==> src/rtl/conv_pkg.sv <==
// rtl/conv_pkg.sv - shared state encoding and default sizes for the convolution memory server
package conv_pkg;

    localparam int KERNEL_SIZE_DEF     = 3;
    localparam int DATA_WIDTH_DEF      = 8;
    localparam int SRAM_ADDR_WIDTH_DEF = 4;
    localparam int SRAM_DEPTH_DEF      = 16;

    typedef enum logic [2:0] {
        ST_IDLE        = 3'd0,
        ST_FILL_KERNEL = 3'd1,
        ST_FILL_WIN1   = 3'd2,
        ST_FILL_WIN2   = 3'd3,
        ST_SERVE       = 3'd4
    } conv_state_e;

    function automatic int max_int(input int a, input int b);
        return (a > b) ? a : b;
    endfunction

endpackage

==> src/rtl/conv_regfile.sv <==
// rtl/conv_regfile.sv - register file with synchronous write and zero-latency read
//
// Ports:
//   clk_i    write clock
//   we_i     write enable
//   waddr_i  write address (writes outside DEPTH are dropped)
//   wdata_i  write data
//   raddr_i  read address (reads outside DEPTH return 0)
//   rdata_o  read data, combinational; a same-cycle write is not forwarded
module conv_regfile #(
    parameter int DEPTH  = 16,
    parameter int DATA_W = 8,
    parameter int ADDR_W = 4
) (
    input  logic              clk_i,
    input  logic              we_i,
    input  logic [ADDR_W-1:0] waddr_i,
    input  logic [DATA_W-1:0] wdata_i,
    input  logic [ADDR_W-1:0] raddr_i,
    output logic [DATA_W-1:0] rdata_o
);

    localparam int IDX_W = (DEPTH > 1) ? $clog2(DEPTH) : 1;

    // Array rounded up to a power of two so the index is exactly IDX_W bits;
    // entries at or beyond DEPTH are never written or read.
    logic [DATA_W-1:0] mem_q [0:(1<<IDX_W)-1];

    logic wr_in_range;
    logic rd_in_range;

    assign wr_in_range = (32'(waddr_i) < DEPTH);
    assign rd_in_range = (32'(raddr_i) < DEPTH);

    // Storage is intentionally not reset.
    always_ff @(posedge clk_i) begin
        if (we_i && wr_in_range) begin
            mem_q[IDX_W'(waddr_i)] <= wdata_i;
        end
    end

    assign rdata_o = rd_in_range ? mem_q[IDX_W'(raddr_i)] : '0;

endmodule

==> src/rtl/conv_mem_server.sv <==
// rtl/conv_mem_server.sv - fills kernel and two window buffers, then serves reads to a convolver
//
// Ports:
//   i_clk, i_rst_n                  clock, asynchronous active-low reset
//   i_load                          start a fill sequence (IDLE only)
//   i_wr_valid/o_wr_ready/i_wr_data write stream: kernel words, then window1, then window2
//   i_kernel_addr/o_kernel_data     kernel read port (zero latency)
//   i_window1_addr/o_window1_data   window1 read port (zero latency)
//   i_window2_addr/o_window2_data   window2 read port (zero latency)
//   o_conv_start                    one-cycle pulse on entry to SERVE
//   i_conv_done/i_conv_result       convolver completion and result
//   o_result/o_result_valid         latched result and its freshness flag
//   o_loaded                        high while buffers are served
module conv_mem_server
    import conv_pkg::*;
#(
    parameter int KERNEL_SIZE     = KERNEL_SIZE_DEF,
    parameter int DATA_WIDTH      = DATA_WIDTH_DEF,
    parameter int SRAM_ADDR_WIDTH = SRAM_ADDR_WIDTH_DEF,
    parameter int SRAM_DEPTH      = SRAM_DEPTH_DEF
) (
    input  logic                       i_clk,
    input  logic                       i_rst_n,
    input  logic                       i_load,
    input  logic                       i_wr_valid,
    output logic                       o_wr_ready,
    input  logic [DATA_WIDTH-1:0]      i_wr_data,
    input  logic [5:0]                 i_kernel_addr,
    output logic [DATA_WIDTH-1:0]      o_kernel_data,
    input  logic [SRAM_ADDR_WIDTH-1:0] i_window1_addr,
    output logic [DATA_WIDTH-1:0]      o_window1_data,
    input  logic [SRAM_ADDR_WIDTH-1:0] i_window2_addr,
    output logic [DATA_WIDTH-1:0]      o_window2_data,
    output logic                       o_conv_start,
    input  logic                       i_conv_done,
    input  logic [DATA_WIDTH-1:0]      i_conv_result,
    output logic [DATA_WIDTH-1:0]      o_result,
    output logic                       o_result_valid,
    output logic                       o_loaded
);

    localparam int KK      = KERNEL_SIZE * KERNEL_SIZE;
    localparam int CNT_MAX = max_int(KK, SRAM_DEPTH);
    localparam int CNT_W   = (CNT_MAX > 2) ? $clog2(CNT_MAX) : 1;

    conv_state_e           state_q, state_d;
    logic [CNT_W-1:0]      cnt_q, cnt_d;
    logic [DATA_WIDTH-1:0] result_q, result_d;
    logic                  result_valid_q, result_valid_d;
    logic                  start_q, start_d;

    logic wr_fire;
    logic kernel_last;
    logic window_last;

    assign o_wr_ready = (state_q == ST_FILL_KERNEL) ||
                        (state_q == ST_FILL_WIN1)   ||
                        (state_q == ST_FILL_WIN2);
    assign wr_fire     = i_wr_valid && o_wr_ready;
    assign kernel_last = (32'(cnt_q) == KK - 1);
    assign window_last = (32'(cnt_q) == SRAM_DEPTH - 1);

    always_comb begin
        state_d        = state_q;
        cnt_d          = cnt_q;
        result_d       = result_q;
        result_valid_d = result_valid_q;
        case (state_q)
            ST_IDLE: begin
                if (i_load) begin
                    state_d        = ST_FILL_KERNEL;
                    cnt_d          = '0;
                    result_valid_d = 1'b0;
                end
            end
            ST_FILL_KERNEL: begin
                if (wr_fire) begin
                    if (kernel_last) begin
                        state_d = ST_FILL_WIN1;
                        cnt_d   = '0;
                    end else begin
                        cnt_d = cnt_q + CNT_W'(1);
                    end
                end
            end
            ST_FILL_WIN1: begin
                if (wr_fire) begin
                    if (window_last) begin
                        state_d = ST_FILL_WIN2;
                        cnt_d   = '0;
                    end else begin
                        cnt_d = cnt_q + CNT_W'(1);
                    end
                end
            end
            ST_FILL_WIN2: begin
                if (wr_fire) begin
                    if (window_last) begin
                        state_d = ST_SERVE;
                        cnt_d   = '0;
                    end else begin
                        cnt_d = cnt_q + CNT_W'(1);
                    end
                end
            end
            ST_SERVE: begin
                // i_load is ignored here, so done wins when both are high.
                if (i_conv_done) begin
                    state_d        = ST_IDLE;
                    result_d       = i_conv_result;
                    result_valid_d = 1'b1;
                end
            end
            default: begin
                state_d = ST_IDLE;
                cnt_d   = '0;
            end
        endcase
        // Registered so the pulse covers exactly the first SERVE cycle.
        start_d = (state_d == ST_SERVE) && (state_q != ST_SERVE);
    end

    always_ff @(posedge i_clk or negedge i_rst_n) begin
        if (!i_rst_n) begin
            state_q        <= ST_IDLE;
            cnt_q          <= '0;
            result_q       <= '0;
            result_valid_q <= 1'b0;
            start_q        <= 1'b0;
        end else begin
            state_q        <= state_d;
            cnt_q          <= cnt_d;
            result_q       <= result_d;
            result_valid_q <= result_valid_d;
            start_q        <= start_d;
        end
    end

    assign o_conv_start   = start_q;
    assign o_loaded       = (state_q == ST_SERVE);
    assign o_result       = result_q;
    assign o_result_valid = result_valid_q;

    conv_regfile #(.DEPTH(KK), .DATA_W(DATA_WIDTH), .ADDR_W(6)) u_kernel (
        .clk_i   (i_clk),
        .we_i    (wr_fire && (state_q == ST_FILL_KERNEL)),
        .waddr_i (6'(cnt_q)),
        .wdata_i (i_wr_data),
        .raddr_i (i_kernel_addr),
        .rdata_o (o_kernel_data)
    );

    conv_regfile #(.DEPTH(SRAM_DEPTH), .DATA_W(DATA_WIDTH), .ADDR_W(SRAM_ADDR_WIDTH)) u_window1 (
        .clk_i   (i_clk),
        .we_i    (wr_fire && (state_q == ST_FILL_WIN1)),
        .waddr_i (SRAM_ADDR_WIDTH'(cnt_q)),
        .wdata_i (i_wr_data),
        .raddr_i (i_window1_addr),
        .rdata_o (o_window1_data)
    );

    conv_regfile #(.DEPTH(SRAM_DEPTH), .DATA_W(DATA_WIDTH), .ADDR_W(SRAM_ADDR_WIDTH)) u_window2 (
        .clk_i   (i_clk),
        .we_i    (wr_fire && (state_q == ST_FILL_WIN2)),
        .waddr_i (SRAM_ADDR_WIDTH'(cnt_q)),
        .wdata_i (i_wr_data),
        .raddr_i (i_window2_addr),
        .rdata_o (o_window2_data)
    );

endmodule

==> config.mk <==
export PLATFORM = sky130hd
export DESIGN_NAME = conv_mem_server
export DESIGN_NICKNAME = d
export VERILOG_FILES = /design/src/rtl/conv_pkg.sv /design/src/rtl/conv_regfile.sv /design/src/rtl/conv_mem_server.sv
export SDC_FILE = /design/constraint.sdc
export NUM_CORES = 1
export LEC_CHECK = 0
export CORE_MARGIN = 2
export CORE_UTILIZATION = 45
export CTS_BUF_LIST = sky130_fd_sc_hd__clkbuf_8
export DETAILED_ROUTE_END_ITERATION = 16
export PLACE_DENSITY = 0.66
export SYNTH_ARGS = -nofsm -noshare
export SYNTH_HDL_FRONTEND = slang
export SYNTH_SLANG_ARGS = --single-unit
==> constraint.sdc <==
create_clock -name i_clk -period 2.6 [get_ports i_clk]
set_clock_uncertainty 0.1 [all_clocks]
set_input_delay 0.52 -clock i_clk [delete_from_list [all_inputs] [get_ports i_clk]]
set_output_delay 0.52 -clock i_clk [all_outputs]
set_load 0.1 [all_outputs]
# After elaboration in Yosys (flattened, before gate mapping)
# Memory sizes are Yosys's and may differ from the RTL's.
# Cells that the tools add are included.
dict set report totals {
  reg_bits 17
  latchBits 0
  ram_bits 384
  romBits 0
  inputBits 35
  output_inout_bits 36
  wordCells 63
  n_memories 3
}
dict set report op_classes {
  n_addsub 1
  multipliers 0
  div_mod_pow 0
  order_cmp 2
  eq_ne 12
  shift 0
  n_mux 25
  n_bitwise 1
  n_reduce_logical 14
}
# name words width read_ports rd_clocked_by_memory_dff write_ports line
set mem_list {}
lappend mem_list {u_kernel.mem_q 16 8 1 0 1 conv_regfile.sv:27} ;# logic [DATA_W-1:0] mem_q [0:(1<<IDX_W)-1];
lappend mem_list {u_window1.mem_q 16 8 1 0 1 conv_regfile.sv:27}
lappend mem_list {u_window2.mem_q 16 8 1 0 1 conv_regfile.sv:27}
# op count
set ops {}
lappend ops {{$mux 3} 8}
lappend ops {{$mux 4} 5}
lappend ops {{$pmux 4 s4} 1}
lappend ops {{$pmux 3 s5} 1}
lappend ops {{$eq 4x4->1 const B} 2}
lappend ops {{$mux 1} 8}
lappend ops {{$mux 8} 1}
lappend ops {{$eq 3x2->1 const B} 2}
lappend ops {{$eq 3x3->1 const B} 2}
lappend ops {{$logic_and 1x1->1} 6}
lappend ops {{$lt 6x4->1 const B} 1}
lappend ops {{$ne 2x2->1 const B} 3}
lappend ops {{$add 4x1->4 const B} 1}
lappend ops {{$lt 4x4->1 const B} 1}
lappend ops {{$reduce_and 4->1} 1}
lappend ops {{$eq 3x1->1 const B} 1}
lappend ops {{$logic_not 3->1} 1}
lappend ops {{$ne 3x3->1 const B} 1}
lappend ops {{$reduce_and 3->1} 1}
lappend ops {{$logic_or 1x1->1} 2}
lappend ops {{$ne 2x1->1 const B} 1}
lappend ops {{$pmux 1 s2} 1}
lappend ops {{$reduce_and 2->1} 1}
lappend ops {{$reduce_bool 2->1} 1}
lappend ops {{other kinds (2)} 2}

# Depth between registers and ports, before layout
dict set report depth {
  word_depth 8
  ltp_mapped 7
  depth_no_buf 6
}

# Modules after synthesis
# Synthesis repeated with hierarchy kept, for this count alone.
dict set report unflattened {
  hier_cells 710
  hier_area_um2 13893.3
}
# mod instances cells_each area_per_inst_um2 seq_area_each_um2
set modules_own_cells {}
lappend modules_own_cells {{conv_regfile (u_window1 ...)} 2 221 4987.3 3843.7}
lappend modules_own_cells {{conv_regfile (u_kernel)} 1 186 3027.9 2162.1}
lappend modules_own_cells {conv_mem_server 1 82 890.9 425.4}

# Worst setup path after synthesis
# Ideal clock, no wire load.
dict set report synth_path {
  path_type {input -> output}
  startpoint {input i_kernel_addr[0]}
  endpoint {output o_kernel_data[6]}
  arrival_ns 3.524
  required_time_ns 1.980
  path_slack_ns -1.544
  stages 5
  n_path_buf 2
  cell_sequence {buf_4 > buf_4 > mux4_2 > mux2i_1 > a211oi_1}
}
dict set report synth_via {
  elab_chain_len 2
  elab_cells_between_ends 3
  cone_classes {order compare (1); mux (1); memory (1)}
}
# item line
set synth_lines {}
lappend synth_lines {{from (decl)} conv_mem_server.sv:28} ;# input logic [5:0] i_kernel_addr,
lappend synth_lines {{$mem_v2 16x8 / $lt 6x4->1 (equally long branches)} -}
lappend synth_lines {{$mux 8 (*)} conv_regfile.sv:42} ;# assign rdata_o = rd_in_range ? mem_q[IDX_W'(raddr_i)] : '0;
lappend synth_lines {{to (decl)} conv_mem_server.sv:29} ;# output logic [DATA_WIDTH-1:0] o_kernel_data,
# Mark *: on every way between the ends. The rest lies on a longest branch, timed or not.

# Worst setup path after layout
dict set report layout_path {
  startpoint {memory u_kernel.mem_q[0][7]}
  endpoint {output o_kernel_data[7]}
}
dict set report layout_via {
  elab_chain_len 2
}
# item line
set layout_lines {}
lappend layout_lines {{from (decl)} conv_regfile.sv:27}
lappend layout_lines {{$mem_v2 16x8} -}
lappend layout_lines {{$mux 8} conv_regfile.sv:42}
# Every way passes these cells.

==> results.cfg <==
[synthesis]
synthFlopType = edfxtp_1
syn_area_mm2 = 0.0135
synth_cells = 673
synth_common_cells = edfxtp_1 (328), mux4_2 (80), nor2_1 (51)
yosys_warnings = 0
avgSynthCellArea_um2 = 20.1
ys_ff_latch = 345
synth_fp_nets = 713
synth_seq_area_share = 0.759
synth.largest_area_cell = edfxtp_1
yosysTopAreaCellShare = 0.727
synth_area_leaders = edfxtp_1 (73%), mux4_2 (13%), dfrtp_1 (3.1%)
ys_async_sr_fraction = 0.0493
synthDistinctLibCells = 38
synth_most_common_cell = edfxtp_1
synth-edff-count = 328

[grt]
top_usage_layer = met2
met2_usage = 0.321
grt_pass1_vias = 7526
grt_max_degree = 42
grt_overflow_total = 0
use_met1 = 0.250
met3_usage = 0.0291
antenna_found_initial = 0
grt_pass1_wl_um = 43900
track_usage = 0.187

[die]
core-area_mm2 = 0.0296
die_h_um = 177
dieArea_mm2 = 0.0315
start_util = 0.457
io_pins = 71
fp.dieW_um = 177
rows = 63

[placed_design]
pre_cts_ws_ps = -476
numPortBuffers = 70
dp_hpwl_um = 17600
dp.cells = 1178
gp_congestion = 0.790

[pwr]
switching_share = 0.265
p_int_w = 0.00915
peakVddDrop_uv = 514
pwr-share-seq = 0.520
p_leak_nw = 5.74
power_density_mw_per_mm2 = 727
clkPwrFrac = 0.329
p_comb_frac = 0.151
power.switching_w = 0.00330

[sta]
relSlewSlack = 0.439
finalSetupViolCount = 12
period_minus_slack_ps = 2780
worstMarginPinSlew_ps = 839
hold_violations = 0
grt_setup_unrepaired = true
fin_crit_sh = 1.07
setup_slack_ps = -178
slew_viol_final = 0
fmax_ghz = 0.360

[cts]
path_clk_slew_ps = 60
worstSkewPairLatency_ps = 570
cts_tree = done
cts-root-buf = clkbuf_8
hold_buffers = 0
clock_path_buffers = 3
cts_sinks = 345
htreeDepth = 2
numCtsBuffers = 53

[route]
detail-route-antenna-nets = 0
drt_pass1_iterations = 7
remaining_drc_errors = 0
wl_um = 28500
vias_per_cell = 5.39
drt_iter0_markers = 468
vias = 6908
avgRoutedWirePerCell_um = 22.2

[setup_path]
worstSetupPathType = reg -> out
worst_setup_path_end_kind = primary output
cp.arrival_ps = 2160
cp-start-kind = flip-flop
critical_path_required_ps = 1980
path_max_fanout = 1

[outcome]
status = finished with violations
violations = negative setup slack

[finish]
layout.nets = 888
fin_cells = 1282
nFillCells = 2222
area_growth_pct = 26.4
fin_util = 0.578
num_antenna_cells = 0
drive_gt1_frac = 0.416

[flow_run]
maxCapViolCount = 0

[min_path]
min_path_type = in -> async
-- what timing repair did --
item | in CTS | in global routing
setup endpoints to repair | 24 | 24
gates cloned | 4 | 0
pin swaps | 24 | 8
resized for setup | 74 | 12
setup buffers | 2 | 0
-- critical path, cell delays in order (launching register included) --
cell      delay [ps]
edfxtp_1         370
or2_4            240
mux4_2           520
mux2i_4          200
a211oi_4          70
buf_12           190
-- final timing paths --
check	slack (ps)	start	cells past startpoint	endpoint
setup / recovery	-180	u_kernel.mem_q[0][7]$_DFFE_PP_	5	o_kernel_data[7]
hold / removal	330	i_rst_n	1	cnt_q[0]$_DFFE_PN0P_
setup reg to reg	580	cnt_q[1]$_DFFE_PN0P_	5	u_window1.mem_q[1][1]$_DFFE_PP_
hold reg to reg	410	o_result[7]$_DFFE_PN0P_	1	o_result[7]$_DFFE_PN0P_
max in group asynchronous	1550	i_rst_n	1	o_result[3]$_DFFE_PN0P_
min in group i_clk	410	o_result[7]$_DFFE_PN0P_	1	o_result[7]$_DFFE_PN0P_
-- cell usage in the layout, fill, tap and decap left out, types with 2 or more instances in the layout --
cell	netlist	final
a22oi_1	33	4
mux2i_4	0	8
a21oi_1	3	3
or2_4	0	6
a211oi_4	0	8
nor2b_4	0	2
edfxtp_1	328	328
dfrtp_1	17	17
buf_2	6	4
clkinvlp_4	0	2
buf_6	1	4
clkdlybuf4s50_1	0	25
nand2_2	0	5
ha_1	5	5
clkinv_1	0	15
nor2b_1	8	6
or2_2	8	2
o21ai_0	4	4
mux4_2	80	80
clkbuf_8	0	55
inv_6	0	2
mux2_2	9	9
clkdlybuf4s15_2	0	2
nor2_1	51	49
a21o_1	2	2
nand2_1	38	19
bufbuf_16	0	3
nand3_1	8	8
clkinv_2	0	11
buf_12	0	34
nand2_4	0	14
inv_1	6	19
dlygate4sd2_1	0	2
buf_4	9	79
nand3b_1	4	4
a22oi_2	0	29
o22ai_1	2	2
nor2_4	0	2
-- cell families (layout without fill, tap and decap cells) --
family / after synthesis / count (layout) / synth area share
AOI/OAI and AO/OA: 57 / 57 / 0.0311
adders and majority gates: 5 / 5 / 0.00462
buffers and inverters: 42 / 261 / 0.0152
DFF: 345 / 345 / 0.759
muxes: 97 / 97 / 0.146
and+or+nand+nor: 127 / 127 / 0.0438
-- flip-flops by register name, indices dropped and copies added (netlist names) --
name,flops
o_result_valid,1
cnt_q,4
state_q,3
u_window2.mem_q,128
u_kernel.mem_q,72
u_window1.mem_q,128
o_result,8
o_conv_start,1
-- stage by stage --
step	instance area [um2]	hold WS [ps]	power [W]	TNS, ps
floorplan	13800	124	0.00770	-1110
global placement	15700	400	0.00830	-6880
detailed placement	15700	405	0.00837	-7940
CTS	17100	318	0.0125	-1660
global route	17100	370	0.0129	-2330
finish	17100	329	0.0124	-1100
-- final cells by class --
class | count | area, um2 | share of cell area
multi-input cells | 286 | 3570 | 0.209
well taps | 390 | 488 | 0.0285
flip-flops and latches | 345 | 10300 | 0.600
clock buffers | 55 | 757 | 0.0442
inverters | 6 | 22.5 | 0.00132
clock inverters | 44 | 223 | 0.0130
repair buffers | 156 | 1780 | 0.104
-- layer usage --
layer | part of all wire | vias up
met1 | 0.43 | 3593
met4 | 0.015 | 0
met3 | 0.041 | 41
li1 | - | 3095
met5 | 0 | -
met2 | 0.52 | 179
-- power by group through the flow --
stage | registers [W] | logic [W] | clock network [W]
floorplan | 0.00657 | 0.00113 | 0
global placement | 0.00657 | 0.00173 | 0
detailed placement | 0.00659 | 0.00178 | 0
CTS | 0.00647 | 0.00187 | 0.00419
global route | 0.00650 | 0.00199 | 0.00442
finish | 0.00648 | 0.00188 | 0.00409
(Power assumes the default switching activity.)
